### src/rtl/pong_score_keeper_if.sv
// Signal bundle between the Pong ball/keyboard stages and the score keeper.
// The master side supplies the scoring pulses, serve key and vsync; the
// slave side (the score keeper) returns game flow, scores and display fields.
interface pong_score_keeper_if;
    logic       frame_clk;
    logic       point_l;
    logic       point_r;
    logic       serve_req;
    logic       ball_enable;
    logic       ball_reset;
    logic       serve_dir;
    logic [3:0] leftScore;
    logic [3:0] rightScore;
    logic [7:0] hex_l;
    logic [7:0] hex_r;
    logic [1:0] winner;
    logic [1:0] game_state;

    modport master (
        output frame_clk, point_l, point_r, serve_req,
        input  ball_enable, ball_reset, serve_dir, leftScore, rightScore,
               hex_l, hex_r, winner, game_state
    );

    modport slave (
        input  frame_clk, point_l, point_r, serve_req,
        output ball_enable, ball_reset, serve_dir, leftScore, rightScore,
               hex_l, hex_r, winner, game_state
    );
endinterface

### src/rtl/pong_score_keeper.sv
// Pong game-flow controller and scoreboard. Turns the ball stage's scoring
// pulses into scores, runs serve/play/pause/game-over, gates ball motion and
// builds the BCD fields for the seven-segment drivers.
module pong_score_keeper #(
    parameter int WIN_SCORE    = 9,
    parameter int PAUSE_FRAMES = 60,
    parameter int CNT_W        = 8
) (
    input  logic                  Clk,
    input  logic                  Reset,
    pong_score_keeper_if.slave    bus
);

    typedef enum logic [1:0] {
        IDLE  = 2'b00,
        PLAY  = 2'b01,
        PAUSE = 2'b10,
        OVER  = 2'b11
    } state_t;

    localparam logic [3:0]       WIN       = 4'(WIN_SCORE);
    localparam logic [CNT_W-1:0] PAUSE_END = CNT_W'(PAUSE_FRAMES);

    state_t           state;
    logic [3:0]       left_score;
    logic [3:0]       right_score;
    logic [1:0]       winner_r;
    logic             serve_dir_r;
    logic             ball_reset_r;
    logic [CNT_W-1:0] pause_cnt;

    // frame_p0/p1 synchronize vsync into Clk, frame_p2 holds the previous
    // synchronized level for rising-edge detection.
    logic frame_p0;
    logic frame_p1;
    logic frame_p2;
    logic serve_p0;

    logic       frame_tick;
    logic       serve_edge;
    logic [3:0] left_next;
    logic [3:0] right_next;

    // Split a score (never above 15) into {tens, ones} BCD digits.
    function automatic logic [7:0] to_bcd(input logic [3:0] score);
        logic [3:0] tens;
        logic [3:0] ones;
        tens = (score >= 4'd10) ? 4'd1 : 4'd0;
        ones = (score >= 4'd10) ? (score - 4'd10) : score;
        return {tens, ones};
    endfunction

    assign frame_tick = frame_p1 & ~frame_p2;
    assign serve_edge = bus.serve_req & ~serve_p0;
    assign left_next  = left_score + 4'd1;
    assign right_next = right_score + 4'd1;

    // Synchronize vsync and remember the last serve key level; both history
    // registers reset high so nothing fires on the first cycle out of reset.
    always_ff @(posedge Clk) begin
        if (Reset) begin
            frame_p0 <= 1'b0;
            frame_p1 <= 1'b0;
            frame_p2 <= 1'b1;
            serve_p0 <= 1'b1;
        end else begin
            frame_p0 <= bus.frame_clk;
            frame_p1 <= frame_p0;
            frame_p2 <= frame_p1;
            serve_p0 <= bus.serve_req;
        end
    end

    // Game-flow FSM with registered scores, winner, serve direction and ball reset.
    always_ff @(posedge Clk) begin
        if (Reset) begin
            state        <= IDLE;
            left_score   <= 4'd0;
            right_score  <= 4'd0;
            winner_r     <= 2'b00;
            serve_dir_r  <= 1'b0;
            ball_reset_r <= 1'b0;
            pause_cnt    <= '0;
        end else begin
            ball_reset_r <= 1'b0;
            case (state)
                IDLE: begin
                    if (serve_edge) begin
                        state <= PLAY;
                    end
                end
                PLAY: begin
                    if (bus.point_l && bus.point_r) begin
                        // Simultaneous points cancel: recenter and pause only.
                        ball_reset_r <= 1'b1;
                        pause_cnt    <= '0;
                        state        <= PAUSE;
                    end else if (bus.point_l) begin
                        left_score   <= left_next;
                        serve_dir_r  <= 1'b1;
                        ball_reset_r <= 1'b1;
                        pause_cnt    <= '0;
                        if (left_next == WIN) begin
                            winner_r <= 2'b01;
                            state    <= OVER;
                        end else begin
                            state <= PAUSE;
                        end
                    end else if (bus.point_r) begin
                        right_score  <= right_next;
                        serve_dir_r  <= 1'b0;
                        ball_reset_r <= 1'b1;
                        pause_cnt    <= '0;
                        if (right_next == WIN) begin
                            winner_r <= 2'b10;
                            state    <= OVER;
                        end else begin
                            state <= PAUSE;
                        end
                    end
                end
                PAUSE: begin
                    // The compare comes first so PAUSE_FRAMES=0 leaves after one cycle.
                    if (pause_cnt == PAUSE_END) begin
                        state <= PLAY;
                    end else if (frame_tick) begin
                        pause_cnt <= pause_cnt + CNT_W'(1);
                    end
                end
                OVER: begin
                    if (serve_edge) begin
                        left_score   <= 4'd0;
                        right_score  <= 4'd0;
                        winner_r     <= 2'b00;
                        ball_reset_r <= 1'b1;
                        pause_cnt    <= '0;
                        state        <= PAUSE;
                    end
                end
                default: state <= IDLE;
            endcase
        end
    end

    assign bus.ball_enable = (state == PLAY);
    assign bus.ball_reset  = ball_reset_r;
    assign bus.serve_dir   = serve_dir_r;
    assign bus.leftScore   = left_score;
    assign bus.rightScore  = right_score;
    assign bus.hex_l       = to_bcd(left_score);
    assign bus.hex_r       = to_bcd(right_score);
    assign bus.winner      = winner_r;
    assign bus.game_state  = state;

endmodule
### src/flat_wrapper.sv
// flat-port wrapper written by rule: the top's interface ports become plain ports
module pong_score_keeper_flat 
#(
    parameter int WIN_SCORE    = 9,
    parameter int PAUSE_FRAMES = 60,
    parameter int CNT_W        = 8
)
  (Clk, Reset, bus_frame_clk, bus_point_l, bus_point_r, bus_serve_req, bus_ball_enable, bus_ball_reset, bus_serve_dir, bus_leftScore, bus_rightScore, bus_hex_l, bus_hex_r, bus_winner, bus_game_state);
  pong_score_keeper_if bus_i ();
  input  logic Clk;
  input  logic Reset;
  input wire logic [$bits(bus_i.frame_clk)-1:0] bus_frame_clk;
  input wire logic [$bits(bus_i.point_l)-1:0] bus_point_l;
  input wire logic [$bits(bus_i.point_r)-1:0] bus_point_r;
  input wire logic [$bits(bus_i.serve_req)-1:0] bus_serve_req;
  output wire logic [$bits(bus_i.ball_enable)-1:0] bus_ball_enable;
  output wire logic [$bits(bus_i.ball_reset)-1:0] bus_ball_reset;
  output wire logic [$bits(bus_i.serve_dir)-1:0] bus_serve_dir;
  output wire logic [$bits(bus_i.leftScore)-1:0] bus_leftScore;
  output wire logic [$bits(bus_i.rightScore)-1:0] bus_rightScore;
  output wire logic [$bits(bus_i.hex_l)-1:0] bus_hex_l;
  output wire logic [$bits(bus_i.hex_r)-1:0] bus_hex_r;
  output wire logic [$bits(bus_i.winner)-1:0] bus_winner;
  output wire logic [$bits(bus_i.game_state)-1:0] bus_game_state;
  assign bus_i.frame_clk = bus_frame_clk;
  assign bus_i.point_l = bus_point_l;
  assign bus_i.point_r = bus_point_r;
  assign bus_i.serve_req = bus_serve_req;
  assign bus_ball_enable = bus_i.ball_enable;
  assign bus_ball_reset = bus_i.ball_reset;
  assign bus_serve_dir = bus_i.serve_dir;
  assign bus_leftScore = bus_i.leftScore;
  assign bus_rightScore = bus_i.rightScore;
  assign bus_hex_l = bus_i.hex_l;
  assign bus_hex_r = bus_i.hex_r;
  assign bus_winner = bus_i.winner;
  assign bus_game_state = bus_i.game_state;
  pong_score_keeper #(.WIN_SCORE(WIN_SCORE), .PAUSE_FRAMES(PAUSE_FRAMES), .CNT_W(CNT_W)) u_core (.Clk(Clk), .Reset(Reset), .bus(bus_i));
endmodule
### config.mk
export PLATFORM = sky130hd
export DESIGN_NAME = pong_score_keeper_flat
export DESIGN_NICKNAME = d
export VERILOG_FILES = /design/src/rtl/pong_score_keeper_if.sv /design/src/rtl/pong_score_keeper.sv /design/src/flat_wrapper.sv
export SDC_FILE = /design/constraint.sdc
export NUM_CORES = 1
export LEC_CHECK = 0
export ABC_AREA = 1
export CAP_MARGIN = 10
export CORE_MARGIN = 5
export CORE_UTILIZATION = 40
export CTS_CLUSTER_DIAMETER = 200
export DETAILED_ROUTE_END_ITERATION = 10
export HOLD_SLACK_MARGIN = 0.1
export PLACE_DENSITY = 0.66
export REMOVE_ABC_BUFFERS = 1
export SYNTH_ARGS = -nofsm -noshare
export SYNTH_HDL_FRONTEND = slang
export SYNTH_SLANG_ARGS = --single-unit
### constraint.sdc
create_clock -name Clk -period 1.6 [get_ports Clk]
set_input_delay 0.32 -clock Clk [delete_from_list [all_inputs] [get_ports Clk]]
set_output_delay 0.32 -clock Clk [all_outputs]
set_load 0.005 [all_outputs]
==> results.yml, run 1 <==
yosys:
  synth_xor_xnor_area_share: 0.0209
  synthMuxAreaShare: 0
  post-synth-top-area-cell: "dfxtp_1"
  synth_edf_count: 0
  synth_top_area_frac: 0.310
  netlist_area_um2: 1680
  synth_area_leaders: "dfxtp_1, nand2_1, ha_1"
  yosysWarnings: 0
  synth_top_family_by_area: "simple AND/OR/NAND/NOR gates"
  synthSimpleGateAreaFrac: 0.324
  ys_seq_area_frac: 0.310
  synthFlopType: "dfxtp_1"
  synth_compound_area_frac: 0.108
  synthAdderAreaFrac: 0.112
  avgSynthCellArea_um2: 6.55
  syn_inst: 256
  async_flop_share: 0
  yosys.cell_types.count: 24
  synth-seq-cells: 26
die:
  io_pins: 37
  die_area_um2: 5590
  core-area_um2: 4030
  start_util: 0.416
  die_w_um: 74.8
  num_rows: 23
  die_y_um: 74.8
cts:
  cts_root_buffer: "clkbuf_8"
  cts.sinks: 26
  cts_hold_buf: 0
  clkTransAtPathRegs_ns: 0.09
  clk_latency_ns: 0.27
  cts_buffers: 3
  htreeDepth: 1
  cts_tree: "yes"
  clock_path_buffers: 2
place:
  dp.final_hpwl_mm: 2.97
  placed_area_um2: 2240
  place_congestion: 0.793
  pre_cts_ws_ns: -0.447
  numPortBuffers: 30
critical_path:
  reg2reg_to: "u_core.bus.game_state[0]"
  start_kind: "flip-flop"
  crit_path_end_kind: "output port"
  crit_type: "reg2out"
  critical_path.max_stage_delay_ns: 0.35
  rr_worst_depth: 11
  cp_cell_sequence: "inv_2, ha_4, nor2_4, nand2_2, nand2_2, inv_2, nand2_1, o21ai_1, buf_2"
  worstPathMaxFanout: 2
  r2r_start: "u_core.bus.rightScore[1]"
  r2r_slack_ns: 0.10
  crit_slowest_cell: "dfxtp_2"
  arrival_ns: 1.30
  crit_required_ns: 1.28
global_route:
  grt_pass1_wl_mm: 7.10
  gr-total-overflow: 0
  grt_max_degree: 21
  track_usage: 0.161
  antenna_found_initial: 0
  grt_pass1_vias: 1650
drt:
  wl_mm: 4.17
  viasPerCell: 4.73
  drt_iter0_drc: 63
  detail-route-antenna-nets: 0
  num_vias: 1770
  avgRoutedWirePerCell_um: 11.2
  first_pass_iters: 4
  wl_met2_mm: 2.10
  dr_wl_met3_um: 236
  top_layer: "met4"
  wl_met1_mm: 1.78
  drc_errors: 0
timing:
  setup_viol: 3
  rsz0062_at_grt: "yes"
  fmax_mhz: 618
  setup_tns_ns: -0.0455
  whs_ns: 0.413
  fin_worst_skew_ns: 0.00171
  worst_slack_ns: -0.0186
  hold_violations: 0
  period_share: 1.01
  min_period_ns: 1.62
  finalMaxSlewViolations: 0
outcome:
  status: "finished with violations"
  violations: "setup timing"
layout:
  insertedDiodeCount: 0
  fillerInstances: 383
  drive_above_1_share: 0.281
  multi_input_area_um2: 1060
  area_growth_syn_to_layout_pct: 45.2
  stdcell_area_um2: 2440
  utilization: 0.605
  nets: 346
  regArea_um2: 542
power:
  vdd_ir_drop_max_uv: 567
  power_leakage_uw: 0.00124
  power_density_nw_per_um2: 1120
hold_path:
  min-delay-start: "u_core.frame_p0"
  holdPathEnd: "u_core.frame_p1"
  holdPathStages: 2
  hp-class: "reg2reg"
job:
  cap_violations: 0
## synth_stat cells (all sizes together) (3+ instances only)
cell	count
xor2	3
nor3	7
nand2	79
a21oi	26
buf	8
inv	37
dfxtp	26
nand4	3
nor2	26
ha	15
o21ai	9
nand3	11
## cells in the final DEF (no fill, tap or decap), drive strengths merged, types with 4 or more instances in the layout
cell	instances
clkdlybuf4s50	10
nor2	27
ha	15
buf	46
nor3	7
dfxtp	26
nand3	11
o21ai	9
conb	6
inv	37
dlygate4sd2	4
dlymetal6s2s	6
clkbuf	4
a21oi	26
nand2	79
## cells by family (layout without fill, tap and decap cells)
family | after synthesis | in the layout
flops | 26 | 26
simple gates | 127 | 128
buf+inv | 47 | 109
xor+xnor | 4 | 4
fa+ha+maj | 15 | 15
compound gates | 36 | 36
other cells | 1 | 6
## where the power goes
group / leakage, µW / switching [µW] / total, µW / internal (µW)
clock network: 0.0000357 / 217 / 552 / 335
logic: 0.000984 / 773 / 1370 / 597
registers: 0.000217 / 72.2 / 811 / 739
## layer usage
layer  GRT usage  vias to the layer above
met1       0.192                      802
met2       0.294                       39
met5           0                        -
met3      0.0254                        5
met4      0.0553                        0
li1            -                      924
## flip-flops by register name, indices dropped and copies added, names as in the netlist, 2 cells and up
name and flops:
u_core.bus.rightScore 4, u_core.bus.winner 2, u_core.bus.leftScore 4, u_core.bus.game_state 2
u_core.pause_cnt 8
## critical path, delay by kind of cell (launching register included)
family	cells	cell delay (ns)
AO/OA/AOI/OAI	1	0.05
adder cells (fa/ha/maj)	1	0.15
buffers and inverters	3	0.21
flip-flops	1	0.35
AND/OR/NAND/NOR	4	0.26
## what timing repair did
action                                  4_1_cts  5_1_grt
buffers inserted                              4        1
resized for setup                            63       28
endpoints found under the setup margin       29       26
cloned                                        1        0
pin swaps                                     9       10
## worst max-delay path by stage
| stage | slack [ns] | to | start |
|---|---|---|---|
| 2_1_floorplan | 0.15 | u_core.bus.rightScore[0] | bus_point_r |
| 3_3_place_gp | -0.41 | u_core.pause_cnt[1] | bus_point_l |
| 3_5_place_dp | -0.45 | u_core.pause_cnt[4] | bus_point_r |
| 4_1_cts | -0.07 | bus_hex_r[1] | u_core.bus.rightScore[0] |
| 5_1_grt | -0.13 | bus_hex_r[1] | u_core.bus.rightScore[0] |
| 6_report | -0.02 | bus_hex_r[1] | u_core.bus.rightScore[0] |
## layout make-up
type,instances,area share
multi-input combinational,189,0.436
timing repair buffer,68,0.230
sequential,26,0.222
inverter,37,0.0570
tap,50,0.0257
clock buffer,3,0.0169
clock inverter,1,0.0123
## stage by stage
stage | total power [µW] | std cells
final | 2730 | 374
after CTS | 2720 | 373
after floorplan | 1540 | 251
after detailed placement | 2040 | 364
after global routing | 2950 | 374
after global placement | 2040 | 364
Note: power is estimated with default switching activity, not from simulation.
==> run 2: changes to the inputs <==
--- a/config.mk
+++ b/config.mk
@@ -6,13 +6,15 @@
 export NUM_CORES = 1
 export LEC_CHECK = 0
 export ABC_AREA = 1
-export CAP_MARGIN = 10
+export CAP_MARGIN = 20
 export CORE_MARGIN = 5
 export CORE_UTILIZATION = 40
 export CTS_CLUSTER_DIAMETER = 200
 export DETAILED_ROUTE_END_ITERATION = 10
+export GPL_TIMING_DRIVEN = 1
 export HOLD_SLACK_MARGIN = 0.1
 export PLACE_DENSITY = 0.66
+export RECOVER_POWER = 100
 export REMOVE_ABC_BUFFERS = 1
 export SYNTH_ARGS = -nofsm -noshare
 export SYNTH_HDL_FRONTEND = slang
==> run 2 against run 1 <==
Net effect:
- highest routed layer unchanged
- critical path depth unchanged
- global-route usage did not move
- largest power group unchanged
- die area did not move
- clock power about the same
- the run still ends with setup timing left
- sequential power decreased by 1%
- worst hold slack barely moved
- worst setup slack improved by 0.0029 ns
- critical endpoint unchanged
==> results.yml, run 2 (synthesis gave the netlist of run 1 again) <==
critical_path:
  crit_family: "flip-flops"
  arrival_ns: 1.30
  crit_slowest_cell: "dfxtp_2"
  cp_cell_sequence: "inv_2, ha_4, nor2_4, nand2_2, nand2_2, inv_2, nand2_1, o21ai_1, buf_2"
  start_kind: "flip-flop"
  crit_path_end_kind: "output port"
  critical_path.max_stage_delay_ns: 0.35
  worstPathMaxFanout: 2
  path_buf_inv: 3
  crit_required_ns: 1.28
  crit_type: "reg2out"
cts:
  cts_hold_buf: 0
  clkTransAtPathRegs_ns: 0.09
  cts_root_buffer: "clkbuf_8"
  htreeDepth: 1
  clk_latency_ns: 0.28
  cts.sinks: 26
  cts_buffers: 3
  clock_path_buffers: 2
  cts_tree: "yes"
layout:
  layout_common_cells: "nand2_1, inv_1, buf_4"
  final_cells: 374
  area_growth_syn_to_layout_pct: 43.8
  largest_register_ffs: 8
  drive_above_1_share: 0.269
  regMostFlops: "u_core.pause_cnt"
  utilization: 0.599
  nets: 346
  insertedDiodeCount: 0
  final_common_cell: "nand2_1"
timing:
  finalMaxSlewViolations: 0
  worst_slack_ns: -0.0157
  period_share: 1.01
  min_period_ns: 1.62
  setup_viol: 3
  hold_violations: 0
  fmax_mhz: 619
  fin_worst_skew_ns: 0.00575
  rsz0062_at_grt: "yes"
global_route:
  gr-total-overflow: 0
  grt_pass1_wl_mm: 7.10
  grt_max_degree: 21
  grt_pass1_vias: 1650
  antenna_found_initial: 0
  track_usage: 0.161
job:
  cap_violations: 0
outcome:
  status: "finished with violations"
  violations: "setup timing"
die:
  start_util: 0.416
  io_pins: 37
  die_w_um: 74.8
  die_area_um2: 5590
  num_rows: 23
  die_y_um: 74.8
  core-area_um2: 4030
drt:
  first_pass_iters: 4
  avgRoutedWirePerCell_um: 11.2
  drc_errors: 0
  num_vias: 1767
  wl_mm: 4.18
  viasPerCell: 4.72
  drt_iter0_drc: 67
  detail-route-antenna-nets: 0
place:
  place_congestion: 0.793
  numPortBuffers: 30
  post-place-cells: 364
  pre_cts_ws_ns: -0.447
  dp.final_hpwl_mm: 2.97
power:
  vdd_ir_drop_max_uv: 567
  power_density_nw_per_um2: 1120
  total_power_uw: 2690
  power_leakage_uw: 0.00118
hold_path:
  hp-class: "reg2reg"
run 2: final cells by class:
| class | instances | area [µm²] |
|---|---|---|
| Clock inverter | 1 | 30.0 |
| Timing Repair Buffer | 68 | 543 |
| Multi-Input combinational cell | 189 | 1060 |
| Inverter | 37 | 139 |
| Tap cell | 50 | 62.6 |
| Fill cell | 393 | 1620 |
| Sequential cell | 26 | 538 |
| Clock buffer | 3 | 41.3 |
run 2: worst paths after layout:
check	cells past startpoint	from	endpoint	slack [ns]
setup / recovery	9	u_core.bus.rightScore[0]	bus_hex_r[1]	-0.02
hold / removal	2	u_core.frame_p0	u_core.frame_p1	0.41
setup reg to reg	11	u_core.bus.rightScore[1]	u_core.bus.game_state[0]	0.10
hold reg to reg	2	u_core.frame_p0	u_core.frame_p1	0.41
run 2: per-layer routing:
layer,track usage,wire length [µm]
met1,0.192,1800
met2,0.294,2100
met3,0.0254,220
met4,0.0553,53
met5,0,0
run 2: stage by stage:
stage                     cell area [µm²]  setup TNS (ns)  hold WS [ns]
after floorplan                      1630               0         0.388
after global routing                 2410           -1.18         0.447
after detailed placement             2240           -7.98         0.397
final                                2410         -0.0368         0.413
after CTS                            2360          -0.231         0.410
after global placement               2240           -7.23         0.394
run 2: repair_timing:
action,4_1_cts,5_1_grt
pin swaps,9,10
buffers inserted,4,1
endpoints found under the setup margin,29,26
gates cloned,1,0
gates resized for setup,63,28
run 2: worst min-delay path, stage by stage (launching register included):
cell and delay [ns]:
dfxtp_1 0.31, inv_1 0.04, nor2_1 0.03
run 2: where the power goes:
group | switching (µW) | internal, µW | total [µW]
Combinational | 770 | 573 | 1340
Sequential | 69.2 | 731 | 800
Clock | 217 | 335 | 552
